File: src/rtl/cpu_pkg.sv
// Shared definitions for the CPU sequencer: opcode values, phase encodings,
// the ALU-operation set and the packed bundle of datapath controls.
package cpu_pkg;

    localparam int unsigned NPHASE_FIXED = 8;

    localparam logic [2:0] OP_HLT = 3'd0;
    localparam logic [2:0] OP_SKZ = 3'd1;
    localparam logic [2:0] OP_ADD = 3'd2;
    localparam logic [2:0] OP_AND = 3'd3;
    localparam logic [2:0] OP_XOR = 3'd4;
    localparam logic [2:0] OP_LDA = 3'd5;
    localparam logic [2:0] OP_STO = 3'd6;
    localparam logic [2:0] OP_JMP = 3'd7;

    localparam logic [2:0] PH_0 = 3'd0;
    localparam logic [2:0] PH_1 = 3'd1;
    localparam logic [2:0] PH_2 = 3'd2;
    localparam logic [2:0] PH_3 = 3'd3;
    localparam logic [2:0] PH_4 = 3'd4;
    localparam logic [2:0] PH_5 = 3'd5;
    localparam logic [2:0] PH_6 = 3'd6;
    localparam logic [2:0] PH_7 = 3'd7;

    // Bit order matches the bench's packed control vector, MSB first.
    typedef struct packed {
        logic sel;
        logic rd;
        logic ld_ir;
        logic inc_pc;
        logic ld_ac;
        logic ld_pc;
        logic wr;
        logic data_e;
    } ctrl_t;

    function automatic logic is_aluop(input logic [2:0] op);
        return (op == OP_ADD) || (op == OP_AND) || (op == OP_XOR) || (op == OP_LDA);
    endfunction

endpackage

File: src/rtl/cpu_phase_decode.sv
// Combinational decode of phase/opcode/zero into datapath controls.
// All controls are forced low while the loader owns the bus (en=0).
module cpu_phase_decode
    import cpu_pkg::*;
(
    input  logic [2:0] phase,
    input  logic [2:0] opcode,
    input  logic       zero,
    input  logic       en,
    output ctrl_t      ctrl,
    output logic       hlt_dec
);

    logic aluop;

    always_comb begin
        aluop   = is_aluop(opcode);
        hlt_dec = (phase == PH_4) && (opcode == OP_HLT);
        ctrl    = '0;
        case (phase)
            PH_0: begin
                ctrl.sel = 1'b1;
            end
            PH_1: begin
                ctrl.sel = 1'b1;
                ctrl.rd  = 1'b1;
            end
            PH_2, PH_3: begin
                ctrl.sel   = 1'b1;
                ctrl.rd    = 1'b1;
                ctrl.ld_ir = 1'b1;
            end
            PH_4: begin
                ctrl.inc_pc = 1'b1;
            end
            PH_5: begin
                ctrl.rd = aluop;
            end
            PH_6: begin
                ctrl.rd     = aluop;
                ctrl.inc_pc = (opcode == OP_SKZ) && zero;
                ctrl.ld_pc  = (opcode == OP_JMP);
                ctrl.data_e = (opcode == OP_STO);
            end
            default: begin
                ctrl.rd     = aluop;
                ctrl.ld_ac  = aluop;
                ctrl.ld_pc  = (opcode == OP_JMP);
                ctrl.wr     = (opcode == OP_STO);
                ctrl.data_e = (opcode == OP_STO);
            end
        endcase
        if (!en) begin
            ctrl = '0;
        end
    end

endmodule

File: src/rtl/cpu_sequencer.sv
// Instruction sequencer: 8-phase counter, halt latch, single-step handshake
// and program-loader bus arbitration around a combinational phase decoder.
//
// state   | meaning
// --------+-------------------------------------------------------------
// ST_PARK | phase 0, idle; starts an instruction or grants the loader
// ST_EXEC | instruction in progress, phase advancing 0..7
module cpu_sequencer
    import cpu_pkg::*;
#(
    parameter int unsigned NPHASE = 8
) (
    input  logic       clock,
    input  logic       rst_n,
    input  logic [2:0] opcode,
    input  logic       zero,
    input  logic       run,
    input  logic       step_req,
    output logic       step_ack,
    input  logic       ld_req,
    output logic       ld_gnt,
    output logic       sel,
    output logic       rd,
    output logic       ld_ir,
    output logic       inc_pc,
    output logic       ld_ac,
    output logic       ld_pc,
    output logic       wr,
    output logic       data_e,
    output logic       halt,
    output logic [2:0] phase
);

    localparam logic [0:0] ST_PARK = 1'b0;
    localparam logic [0:0] ST_EXEC = 1'b1;
    localparam logic [2:0] PH_LAST = 3'(NPHASE - 1);

    logic [0:0] state;
    logic [0:0] state_nxt;
    logic [2:0] phase_nxt;
    logic       halt_q;
    logic       halt_nxt;
    logic       stepped;
    logic       stepped_nxt;
    logic       ack_nxt;
    logic       gnt_nxt;
    logic       start;
    logic       last;
    logic       hlt_now;
    logic       hlt_dec;
    ctrl_t      ctrl;

    cpu_phase_decode u_decode (
        .phase   (phase),
        .opcode  (opcode),
        .zero    (zero),
        .en      (!ld_gnt),
        .ctrl    (ctrl),
        .hlt_dec (hlt_dec)
    );

    always_comb begin
        state_nxt   = state;
        phase_nxt   = phase;
        halt_nxt    = halt_q;
        stepped_nxt = stepped;

        // The cycle after an ack still sees step_req high; it is consumed, not a new request.
        start   = (state == ST_PARK) && !halt_q && !ld_gnt && !ld_req &&
                  (run || (step_req && !step_ack));
        last    = (state == ST_EXEC) && (phase == PH_LAST);
        hlt_now = (state == ST_EXEC) && hlt_dec;
        ack_nxt = last && stepped;
        gnt_nxt = ld_req && (ld_gnt || (state == ST_PARK));

        if (state == ST_PARK) begin
            phase_nxt = PH_0;
            if (start) begin
                state_nxt   = ST_EXEC;
                phase_nxt   = PH_1;
                stepped_nxt = !run;
            end
        end else if (hlt_now) begin
            state_nxt = ST_PARK;
            phase_nxt = PH_0;
            halt_nxt  = 1'b1;
        end else if (last) begin
            phase_nxt = PH_0;
            if (run && !ld_req) begin
                stepped_nxt = 1'b0;
            end else begin
                state_nxt = ST_PARK;
            end
        end else begin
            phase_nxt = phase + 3'd1;
        end
    end

    always_ff @(posedge clock) begin
        if (!rst_n) begin
            state    <= ST_PARK;
            phase    <= PH_0;
            halt_q   <= 1'b0;
            stepped  <= 1'b0;
            step_ack <= 1'b0;
            ld_gnt   <= 1'b0;
        end else begin
            state    <= state_nxt;
            phase    <= phase_nxt;
            halt_q   <= halt_nxt;
            stepped  <= stepped_nxt;
            step_ack <= ack_nxt;
            ld_gnt   <= gnt_nxt;
        end
    end

    always_comb begin
        sel    = ctrl.sel;
        rd     = ctrl.rd;
        ld_ir  = ctrl.ld_ir;
        inc_pc = ctrl.inc_pc;
        ld_ac  = ctrl.ld_ac;
        ld_pc  = ctrl.ld_pc;
        wr     = ctrl.wr;
        data_e = ctrl.data_e;
        halt   = halt_q || hlt_dec;
    end

endmodule

File: config.mk
export PLATFORM = sky130hd
export DESIGN_NAME = cpu_sequencer
export DESIGN_NICKNAME = d
export VERILOG_FILES = /design/src/rtl/cpu_pkg.sv /design/src/rtl/cpu_phase_decode.sv /design/src/rtl/cpu_sequencer.sv
export SDC_FILE = /design/constraint.sdc
export NUM_CORES = 1
export LEC_CHECK = 0
export BUFFER_PORTS_ARGS = -buffer_cell sky130_fd_sc_hd__clkbuf_2
export CORE_MARGIN = 4
export CORE_UTILIZATION = 30
export CTS_BUF_LIST = sky130_fd_sc_hd__clkbuf_16
export CTS_CLUSTER_DIAMETER = 30
export CTS_CLUSTER_SIZE = 30
export DETAILED_ROUTE_END_ITERATION = 10
export PLACE_DENSITY_LB_ADDON = 0.12
export SKIP_LAST_GASP = 1
export SLEW_MARGIN = 30
export SYNTH_ARGS = -nofsm -noshare
export SYNTH_HDL_FRONTEND = slang
export SYNTH_SLANG_ARGS = --single-unit
export TNS_END_PERCENT = 100
File: constraint.sdc
create_clock -name clock -period 1.9 [get_ports clock]
set_clock_uncertainty 0.05 [all_clocks]
set_input_delay 0 -clock clock [delete_from_list [all_inputs] [get_ports clock]]
set_output_delay 0 -clock clock [all_outputs]
set_load 0.02 [all_outputs]
==> results_dict.tcl, run 1 <==
set metrics [dict create \
    critPathMaxStageDelay_ps 340 \
    initial_core_util_pct 33.49 \
    grt_antenna_before_repair 0 \
    worst_pin_slew_ps 294.3 \
    avgViaCountPerCell 5.119 \
    final.fill_count 157 \
    clock.fmax_ghz 0.5659 \
    clk_transition_reported_paths_ps 40 \
    report.final.slew_viol_count 0 \
    insertion_delay_ps 230 \
    die_h_um 49.95 \
    synth-edff-count 0 \
    clockRootBuffer "sky130_fd_sc_hd__clkbuf_16" \
    ys_seq_area_share_pct 30.33 \
    fin_tns_setup_ps 0 \
    synth_net_count 80 \
    grt_start_max_net_pins 11 \
    synth_async_sr_flop_share_pct 0 \
    timing.max_cap.violations 0 \
    cp-end-kind "output pin" \
    tritoncts "built" \
    drt_first_pass_iters 4 \
    routed-via-count 558 \
    vdd_drop_max_mv 0.3950 \
    synth.distinct_cells 31 \
    flow.area_growth_from_synthesis_pct 46.45 \
    grt_pass1_vias 531 \
    share_clk_of_total_power_pct 54.4 \
    switching_power_w 0.0001485 \
    grt_util_all_layers_pct 11.86 \
    fp.dieArea_mm2 0.002495 \
    cts_num_sinks 8 \
    sequential_cell_fraction_of_total_power_pct 28.6 \
    netlist_top_cells_count "sky130_fd_sc_hd__nor2_1, sky130_fd_sc_hd__dfxtp_1, sky130_fd_sc_hd__ha_1" \
    layout_cell_share_with_drive_strength_beyond_1_pct 36.56 \
    startpoint_type "flip-flop" \
    chipWidth_um 49.95 \
    fin_crit_sh_pct 93.01 \
    required_ps 1850 \
    p_sw_share_pct 23.10 \
    grt_overflow 0 \
    top_layer "met4" \
    finalNetCount 110 \
    bufs_on_longest_clock_path 2 \
    cellLeakagePower_nw 0.3703 \
    synthFlopType "sky130_fd_sc_hd__dfxtp_1" \
    antennaDiodeCount 0 \
    holdCritPathClass "input port to flip-flop" \
    detailedRoute.firstIterationViolations 12 \
    synth_simple_gate_area_share_pct 33.41 \
    route.met3.wl_um 88 \
    arrival_ps 1720 \
    xor_and_xnor_area_share_after_synthesis_pct 1.659 \
    synth_fa_ha_area_share_pct 14.22 \
    fin_ws_ps 132.9 \
    wl_per_cell_um 12.73 \
    cpLargestDelayFamily "adder cells" \
    synthMuxAreaShare_pct 0 \
    setup_viol 0 \
    timing.critical_path.slowest_stage_cell "sky130_fd_sc_hd__dfxtp_2" \
    min_period_ps 1767 \
    synthesis.instances 65 \
    cellPowerDensity_mw_per_mm2 831.5 \
    synth_top_family_by_area "simple AND/OR/NAND/NOR gates" \
    numCtsBuffers 3 \
    synth.most_common_cell "sky130_fd_sc_hd__nor2_1" \
    global_route_wire_length_before_repair_um 2339 \
    yosys_register_bits 8 \
    dp_hpwl_um 1063 \
    max-slew-margin-rel_pct 80.11 \
    syn-mean-instance-area_um2 8.123 \
    total_wirelength_of_the_detailed_routed_design_um 1388 \
    core_area_mm2 0.001577 \
    run_status "finished clean" \
    intPower_w 0.0004944 \
    total_of_warnings_raised_by_yosys 0 \
    routed-wl-met2_um 629 \
    synth_area_um2 528.0 \
    finalWeightedCongestion 0.6873 \
    worstPathMaxFanout 6 \
    ctsHtreeMaxLevel 1 \
    drc 0 \
    cp_num_buf_inv 1 \
    drt.antenna.violating_nets 0 \
    routedLengthMet1_um 662 \
    synth_largest_area_cell "sky130_fd_sc_hd__dfxtp_1" \
    rsz0062_at_grt "no" \
    fraction_of_the_mapped_netlist_area_in_compound_gates_pct 15.88 \
    timing_hold_violations_final 0 \
    timing.critical_path.cells "ha_1 -> ha_1 -> a21oi_1 -> nand4_1 -> a211oi_2 -> buf_2" \
    netlist_top_cells_area "sky130_fd_sc_hd__dfxtp_1, sky130_fd_sc_hd__ha_1, sky130_fd_sc_hd__nor2_1, sky130_fd_sc_hd__a21oi_1, sky130_fd_sc_hd__inv_1" \
    pin_count 23 \
    place.port_buffers 22 \
    preCtsSetupSlack_ps 199.3 \
    critical_path_class "flip-flop to output pin" \
    critical-path-top-cell-by-count "sky130_fd_sc_hd__ha_1" \
    p_comb_share_pct 16.9 \
    post_cts.repair.setup_buffers 0 \
    floorplan.rows 14 \
    synth.top_cell.area_share_pct 30.33 \
]
## timing repair
item	CTS	global route
pin swaps	0	0
resized for setup	1	4
endpoints found under the setup margin	2	3
hold buffers	1	0
endpoints found under the hold margin	1	0
## layout by cell type, fill, tap and decap left out, types with 2 or more instances in the layout
cell type and n:
sky130_fd_sc_hd__nor2b_1 2, sky130_fd_sc_hd__dfxtp_1 6, sky130_fd_sc_hd__nor2_1 11, sky130_fd_sc_hd__inv_1 5, sky130_fd_sc_hd__clkbuf_16 3, sky130_fd_sc_hd__ha_1 6, sky130_fd_sc_hd__buf_4 3, sky130_fd_sc_hd__nand2_1 3
sky130_fd_sc_hd__nand4_1 2, sky130_fd_sc_hd__dfxtp_2 2, sky130_fd_sc_hd__a21oi_1 4, sky130_fd_sc_hd__nor4b_1 2, sky130_fd_sc_hd__clkbuf_2 21
## area by class of cell
type / count / area [µm²] / area share [%]
inverters: 5 / 18.77 / 2.427
well taps: 16 / 20.02 / 2.589
clock buffers: 3 / 75.07 / 9.709
repair buffers: 26 / 142.6 / 18.45
multi-input cells: 51 / 354.1 / 45.79
flip-flops and latches: 8 / 162.7 / 21.04
## path summary, 6_finish.rpt
check,depth (start not counted),slack [ps],from,end
hold / removal,3,40,run,stepped
hold reg to reg,2,410,stepped,step_ack
setup / recovery,6,130,phase[0],wr
setup reg to reg,7,340,phase[0],phase[0]
## worst register-to-register path: stages (launching register included)
cell and delay (ps):
sky130_fd_sc_hd__dfxtp_2 340, sky130_fd_sc_hd__inv_1 80, sky130_fd_sc_hd__ha_1 270, sky130_fd_sc_hd__nand4bb_1 150, sky130_fd_sc_hd__o21ai_0 180, sky130_fd_sc_hd__buf_4 150
sky130_fd_sc_hd__o31ai_1 60, sky130_fd_sc_hd__and2_1 160
## per-layer routing
metal  GRT usage (%)  vias to the layer above
li1                -                      289
met4           4.147                        0
met2           18.94                       19
met5               0                        -
met3           4.217                        2
met1           14.54                      248
## metrics by stage
stage               cells  hold slack (ps)  area [µm²]  util (%)  power (W)
detailed placement    105            196.1       675.6     42.86  0.0002911
floorplan              65            29.79       528.0         -  0.0002487
global route          109            77.02       773.2     49.05  0.0006682
CTS                   109            40.27       765.7     48.57  0.0006450
global placement      105            199.4       675.6     42.86  0.0002917
finish                109            41.87       773.2     49.05  0.0006430
## power by group through the flow
stage | clock network, W | logic (W) | registers (W)
after floorplan | 0 | 0.0000565 | 0.000192
after global placement | 0 | 0.000106 | 0.000186
after detailed placement | 0 | 0.000105 | 0.000186
after CTS | 0.000353 | 0.000109 | 0.000184
after global routing | 0.000363 | 0.000120 | 0.000185
final | 0.000350 | 0.000109 | 0.000184
## flip-flops by register name, indices dropped and copies added, names as in the netlist
signal    flops
halt_q        1
ld_gnt        1
phase         3
state         1
step_ack      1
stepped       1
## logic make-up (layout without fill, tap and decap cells)
kind of cell / Yosys count / after routing
flip-flops: 8 / 8
adder cells (fa/ha/maj): 6 / 6
AO/OA/AOI/OAI: 13 / 13
buffers and inverters: 6 / 34
AND/OR/NAND/NOR: 31 / 31
XOR/XNOR: 1 / 1
No activity file was read; power rests on OpenSTA's default activity.
==> run 2: changes to the inputs <==
--- a/config.mk
+++ b/config.mk
@@ -6,6 +6,7 @@
 export NUM_CORES = 1
 export LEC_CHECK = 0
 export BUFFER_PORTS_ARGS = -buffer_cell sky130_fd_sc_hd__clkbuf_2
+export CORE_ASPECT_RATIO = 0.9
 export CORE_MARGIN = 4
 export CORE_UTILIZATION = 30
 export CTS_BUF_LIST = sky130_fd_sc_hd__clkbuf_16
==> results_dict.tcl, run 2 (synthesis gave the netlist of run 1 again) <==
set metrics [dict create \
    run_status "finished clean" \
    pin_count 23 \
    core_area_mm2 0.001664 \
    routed-via-count 537 \
    met3_track_utilization_from_global_routing_pct 4.673 \
    placement.cell_area_um2 678.2 \
    r2r-end "phase[0]" \
    floorplan.rows 14 \
    timing.critical_path.slowest_stage_cell "sky130_fd_sc_hd__dfxtp_2" \
    min_period_ps 1766 \
    grt.met1_usage_pct 15.49 \
    tritoncts "built" \
    critPathMaxStageDelay_ps 340 \
    flow.area_growth_from_synthesis_pct 47.39 \
    arrival_ps 1720 \
    r2r_slack_ps 390 \
    hold_path_startpoint "rst_n" \
    bufs_on_longest_clock_path 2 \
    insertion_delay_ps 230 \
    postLayoutCellArea_um2 778.2 \
    worstPathMaxFanout 6 \
    grt_antenna_before_repair 0 \
    cellPowerDensity_mw_per_mm2 822.4 \
    timing.critical_path.cells "ha_1 -> ha_1 -> a21oi_1 -> nand4_1 -> buf_4 -> nor2_1 -> clkbuf_2" \
    cellLeakagePower_nw 0.3687 \
    chipWidth_um 52.22 \
    fp.dieArea_mm2 0.002496 \
    drc 0 \
    clockRootBuffer "sky130_fd_sc_hd__clkbuf_16" \
    grt_util_met2_pct 17.79 \
    fin_crit_sh_pct 92.94 \
    cts_num_sinks 8 \
    number_of_flip_flops_in_the_largest_register 3 \
    preCtsSetupSlack_ps 228.7 \
    timing.hold.worst_path_depth 3 \
    die_h_um 47.80 \
    worst-r2r-cell-count 7 \
    clk_transition_reported_paths_ps 40 \
    place.port_buffers 22 \
    grt_util_all_layers_pct 11.87 \
    avgViaCountPerCell 4.590 \
    grt_start_max_net_pins 11 \
    clock.fmax_ghz 0.5663 \
    timing.max_cap.violations 0 \
    global_route_wire_length_before_repair_um 2118 \
    critical-path-top-cell-by-count "sky130_fd_sc_hd__ha_1" \
    max-slew-margin-rel_pct 78.23 \
    finalNetCount 110 \
    critical_path_class "flip-flop to output pin" \
    grt_overflow 0 \
    ctsHtreeMaxLevel 1 \
    worst_pin_slew_ps 326.2 \
    initial_core_util_pct 31.73 \
    layout.cells.most_common "sky130_fd_sc_hd__clkbuf_2" \
    register_with_the_highest_flop_count "phase" \
    worstHoldEndpoint "step_ack" \
    layout.cells.most_common_list "sky130_fd_sc_hd__clkbuf_2, sky130_fd_sc_hd__nor2_1, sky130_fd_sc_hd__ha_1, sky130_fd_sc_hd__dfxtp_1, sky130_fd_sc_hd__inv_1" \
    numCtsBuffers 3 \
    layout_cell_share_with_drive_strength_beyond_1_pct 35.48 \
    required_ps 1850 \
    cp_num_buf_inv 2 \
    detailedRoute.firstIterationViolations 10 \
    drt.antenna.violating_nets 0 \
    dp_hpwl_um 1072 \
    finalWeightedCongestion 0.6909 \
    startpoint_type "flip-flop" \
    fin_tns_setup_ps 0 \
    drt_first_pass_iters 4 \
    cpLargestDelayFamily "adder cells" \
    vdd_drop_max_mv 0.3505 \
    grt_pass1_vias 480 \
    hold_ws_ps 45.15 \
    timing_hold_violations_final 0 \
    antennaDiodeCount 0 \
    worst_r2r_start "phase[0]" \
    holdCritPathClass "input port to flip-flop" \
    busiest_layer "met2" \
    report.final.slew_viol_count 0 \
    cp-end-kind "output pin" \
    total_wirelength_of_the_detailed_routed_design_um 1326 \
    wl_per_cell_um 11.33 \
    setup_viol 0 \
    fin_ws_ps 134.1 \
]
run 2: cell count changes in the layout (fill, tap and decap cells not counted):
cell,previous run,this run
sky130_fd_sc_hd__a211oi_1,0,1
sky130_fd_sc_hd__a211oi_2,1,0
run 2: routing by layer:
layer  up-vias  wire length [µm]  share of wire, %
li1        291                 -                 -
met1       228               672                51
met2        16               567                43
met3         2                81               6.1
met4         0                 5              0.38
met5         -                 0                 0
run 2: power breakdown:
group / total, W / switching [W] / leakage [nW] / internal (W)
Sequential: 0.000186 / 0.00000974 / 0.0661 / 0.000177
Combinational: 0.000104 / 0.0000581 / 0.266 / 0.0000455
Clock: 0.000350 / 0.0000790 / 0.0370 / 0.000271
run 2: how the worst max path moves through the flow:
stage / slack [ps] / cells past startpoint / to / startpoint
global route: -3 / 7 / ld_pc / phase[0]
CTS: 30 / 6 / wr / phase[0]
detailed placement: 230 / 6 / wr / phase[0]
finish: 130 / 7 / ld_pc / phase[0]
global placement: 260 / 6 / wr / phase[0]
floorplan: 50 / 4 / ld_ac / phase[0]
run 2: worst reg2reg max path: cells and delay by family, from the launching register on:
family,cells,cell delay (ps)
DFF,1,340
adders and majority gates,1,250
buffers and inverters,2,230
and+or+nand+nor,2,310
AOI/OAI and AO/OA,2,230
run 2: metrics by stage:
step                      total power (W)  cells  util (%)
after global placement          0.0002902    112     40.75
after floorplan                 0.0002487     65         -
final                           0.0006401    117     46.77
after global routing            0.0006727    117     46.77
after CTS                       0.0006467    116     46.17
after detailed placement        0.0002895    112     40.75
run 2: repair_timing:
action	4_1_cts	5_1_grt
endpoints found under the hold margin	1	0
pin swaps	0	1
setup endpoints to repair	1	1
buffers inserted	0	1
hold buffers	1	0
resized for setup	1	3
gates cloned	0	0
run 2: area by class of cell:
class / count / area, µm²
Sequential cell: 8 / 162.7
Multi-Input combinational cell: 51 / 349.1
Clock buffer: 3 / 75.07
Inverter: 5 / 18.77
Tap cell: 24 / 30.03
Timing Repair Buffer: 26 / 142.6
Fill cell: 168 / 885.9
==> run 3: changes to the inputs <==
--- a/config.mk
+++ b/config.mk
@@ -13,7 +13,7 @@
 export CTS_CLUSTER_DIAMETER = 30
 export CTS_CLUSTER_SIZE = 30
 export DETAILED_ROUTE_END_ITERATION = 10
-export PLACE_DENSITY_LB_ADDON = 0.12
+export PLACE_DENSITY = 0.64
 export SKIP_LAST_GASP = 1
 export SLEW_MARGIN = 30
 export SYNTH_ARGS = -nofsm -noshare
==> results_dict.tcl, run 3 (synthesis gave the netlist of run 1 again) <==
set metrics [dict create \
    clock.fmax_ghz 0.5652 \
    timing.critical_path.cells "ha_1 -> ha_1 -> a21oi_1 -> nand4_1 -> a211oi_1 -> buf_2" \
    holdCritPathClass "input port to flip-flop" \
    arrival_ps 1720 \
    detailedRoute.firstIterationViolations 17 \
    critical-path-top-cell-by-count "sky130_fd_sc_hd__ha_1" \
    timing_hold_violations_final 0 \
    chipWidth_um 52.22 \
    layout.cells.most_common_list "sky130_fd_sc_hd__clkbuf_2, sky130_fd_sc_hd__nor2_1, sky130_fd_sc_hd__dfxtp_1" \
    cp_num_buf_inv 1 \
    flow.area_growth_from_synthesis_pct 45.02 \
    wl_per_cell_um 11.63 \
    number_of_flip_flops_in_the_largest_register 3 \
    grt_pass1_vias 467 \
    register_with_the_highest_flop_count "phase" \
    cp-end-kind "output pin" \
    met3_track_utilization_from_global_routing_pct 4.673 \
    max-slew-margin-rel_pct 78.64 \
    placement.cell_area_um2 670.6 \
    post_cts.repair.setup_buffers 0 \
    bufs_on_longest_clock_path 2 \
    worst_pin_slew_ps 317.5 \
    timing.critical_path.slowest_stage_cell "sky130_fd_sc_hd__dfxtp_2" \
    layout.cells.most_common "sky130_fd_sc_hd__clkbuf_2" \
    busiest_layer "met2" \
    routed-via-count 546 \
    fin_tns_setup_ps 0 \
    place.port_buffers 22 \
    grt_antenna_before_repair 0 \
    worstPathMaxFanout 6 \
    ctsHtreeMaxLevel 1 \
    rsz0062_at_grt "no" \
    setup_viol 0 \
    floorplan.rows 14 \
    critPathMaxStageDelay_ps 340 \
    layout_cell_share_with_drive_strength_beyond_1_pct 35.16 \
    fp.dieArea_mm2 0.002496 \
    finalNetCount 108 \
    final.fill_count 177 \
    fin_crit_sh_pct 93.13 \
    report.final.slew_viol_count 0 \
    grt_util_met2_pct 16.54 \
    numCtsBuffers 3 \
    drt_first_pass_iters 4 \
    finalWeightedCongestion 0.7087 \
    cellPowerDensity_mw_per_mm2 832.8 \
    pin_count 23 \
    total_wirelength_of_the_detailed_routed_design_um 1337 \
    dp_hpwl_um 1037 \
    clockRootBuffer "sky130_fd_sc_hd__clkbuf_16" \
    grt_start_max_net_pins 11 \
    initial_core_util_pct 31.73 \
    timing.max_cap.violations 0 \
    die_h_um 47.80 \
    core_area_mm2 0.001664 \
    clk_transition_reported_paths_ps 40 \
    cpLargestDelayFamily "adder cells" \
    postLayoutCellArea_um2 765.7 \
    grt_overflow 0 \
    drc 0 \
    vdd_drop_max_mv 0.5633 \
    antennaDiodeCount 0 \
    tritoncts "built" \
    startpoint_type "flip-flop" \
    cellLeakagePower_nw 0.3583 \
    insertion_delay_ps 230 \
    required_ps 1850 \
    avgViaCountPerCell 4.748 \
    cts_num_sinks 8 \
    global_route_wire_length_before_repair_um 2104 \
    grt.met1_usage_pct 15.30 \
    min_period_ps 1769 \
    drt.antenna.violating_nets 0 \
    run_status "finished clean" \
    critical_path_class "flip-flop to output pin" \
    hold_ws_ps 48.18 \
    grt_util_all_layers_pct 11.67 \
]
run 3: power breakdown:
group / internal [W] / leakage [nW] / switching, W
clock network: 0.000271 / 0.0370 / 0.0000792
registers: 0.000177 / 0.0661 / 0.0000117
logic: 0.0000432 / 0.255 / 0.0000558
total: 0.000491 / 0.358 / 0.000147
run 3: final timing paths:
kind              end  cells past startpoint  slack (ps)  startpoint
max                wr                      6         130    phase[0]
min reg2reg  step_ack                      2         400     stepped
max reg2reg  phase[0]                      7         420    phase[0]
min          step_ack                      3          50       rst_n
run 3: through the flow:
| step | total power (W) | utilization, % | worst slack (ps) | cells |
|---|---|---|---|---|
| finish | 0.0006377 | 46.02 | 130.6 | 115 |
| global route | 0.0006694 | 46.02 | 8.658 | 115 |
| CTS | 0.0006467 | 45.41 | 2.049 | 115 |
| detailed placement | 0.0002854 | 40.30 | 250.7 | 111 |
| global placement | 0.0002847 | 40.30 | 309.5 | 111 |
| floorplan | 0.0002487 | - | 48.97 | 65 |
run 3: worst min-delay path: cells and delay by family:
family,cells,cell delay (ps)
buffers and inverters,1,150
and+or+nand+nor,2,130
run 3: layer usage:
layer | up-vias | share of wire, %
met5 | - | 0
met4 | 0 | 1.4
met3 | 2 | 8.4
met2 | 23 | 43
met1 | 234 | 47
li1 | 287 | -
run 3: repair_timing:
item,in CTS,in global routing
setup endpoints to repair,0,4
endpoints found under the hold margin,1,0
gates resized for setup,0,5
hold buffers,1,0
run 3: final cells by class:
class,count,area (µm²),share of cell area [%]
Clock buffer,3,75.07,9.804
Inverter,5,18.77,2.451
Multi-Input combinational cell,51,351.6,45.92
Sequential cell,8,162.7,21.24
Tap cell,24,30.03,3.922
Timing Repair Buffer,24,127.6,16.67
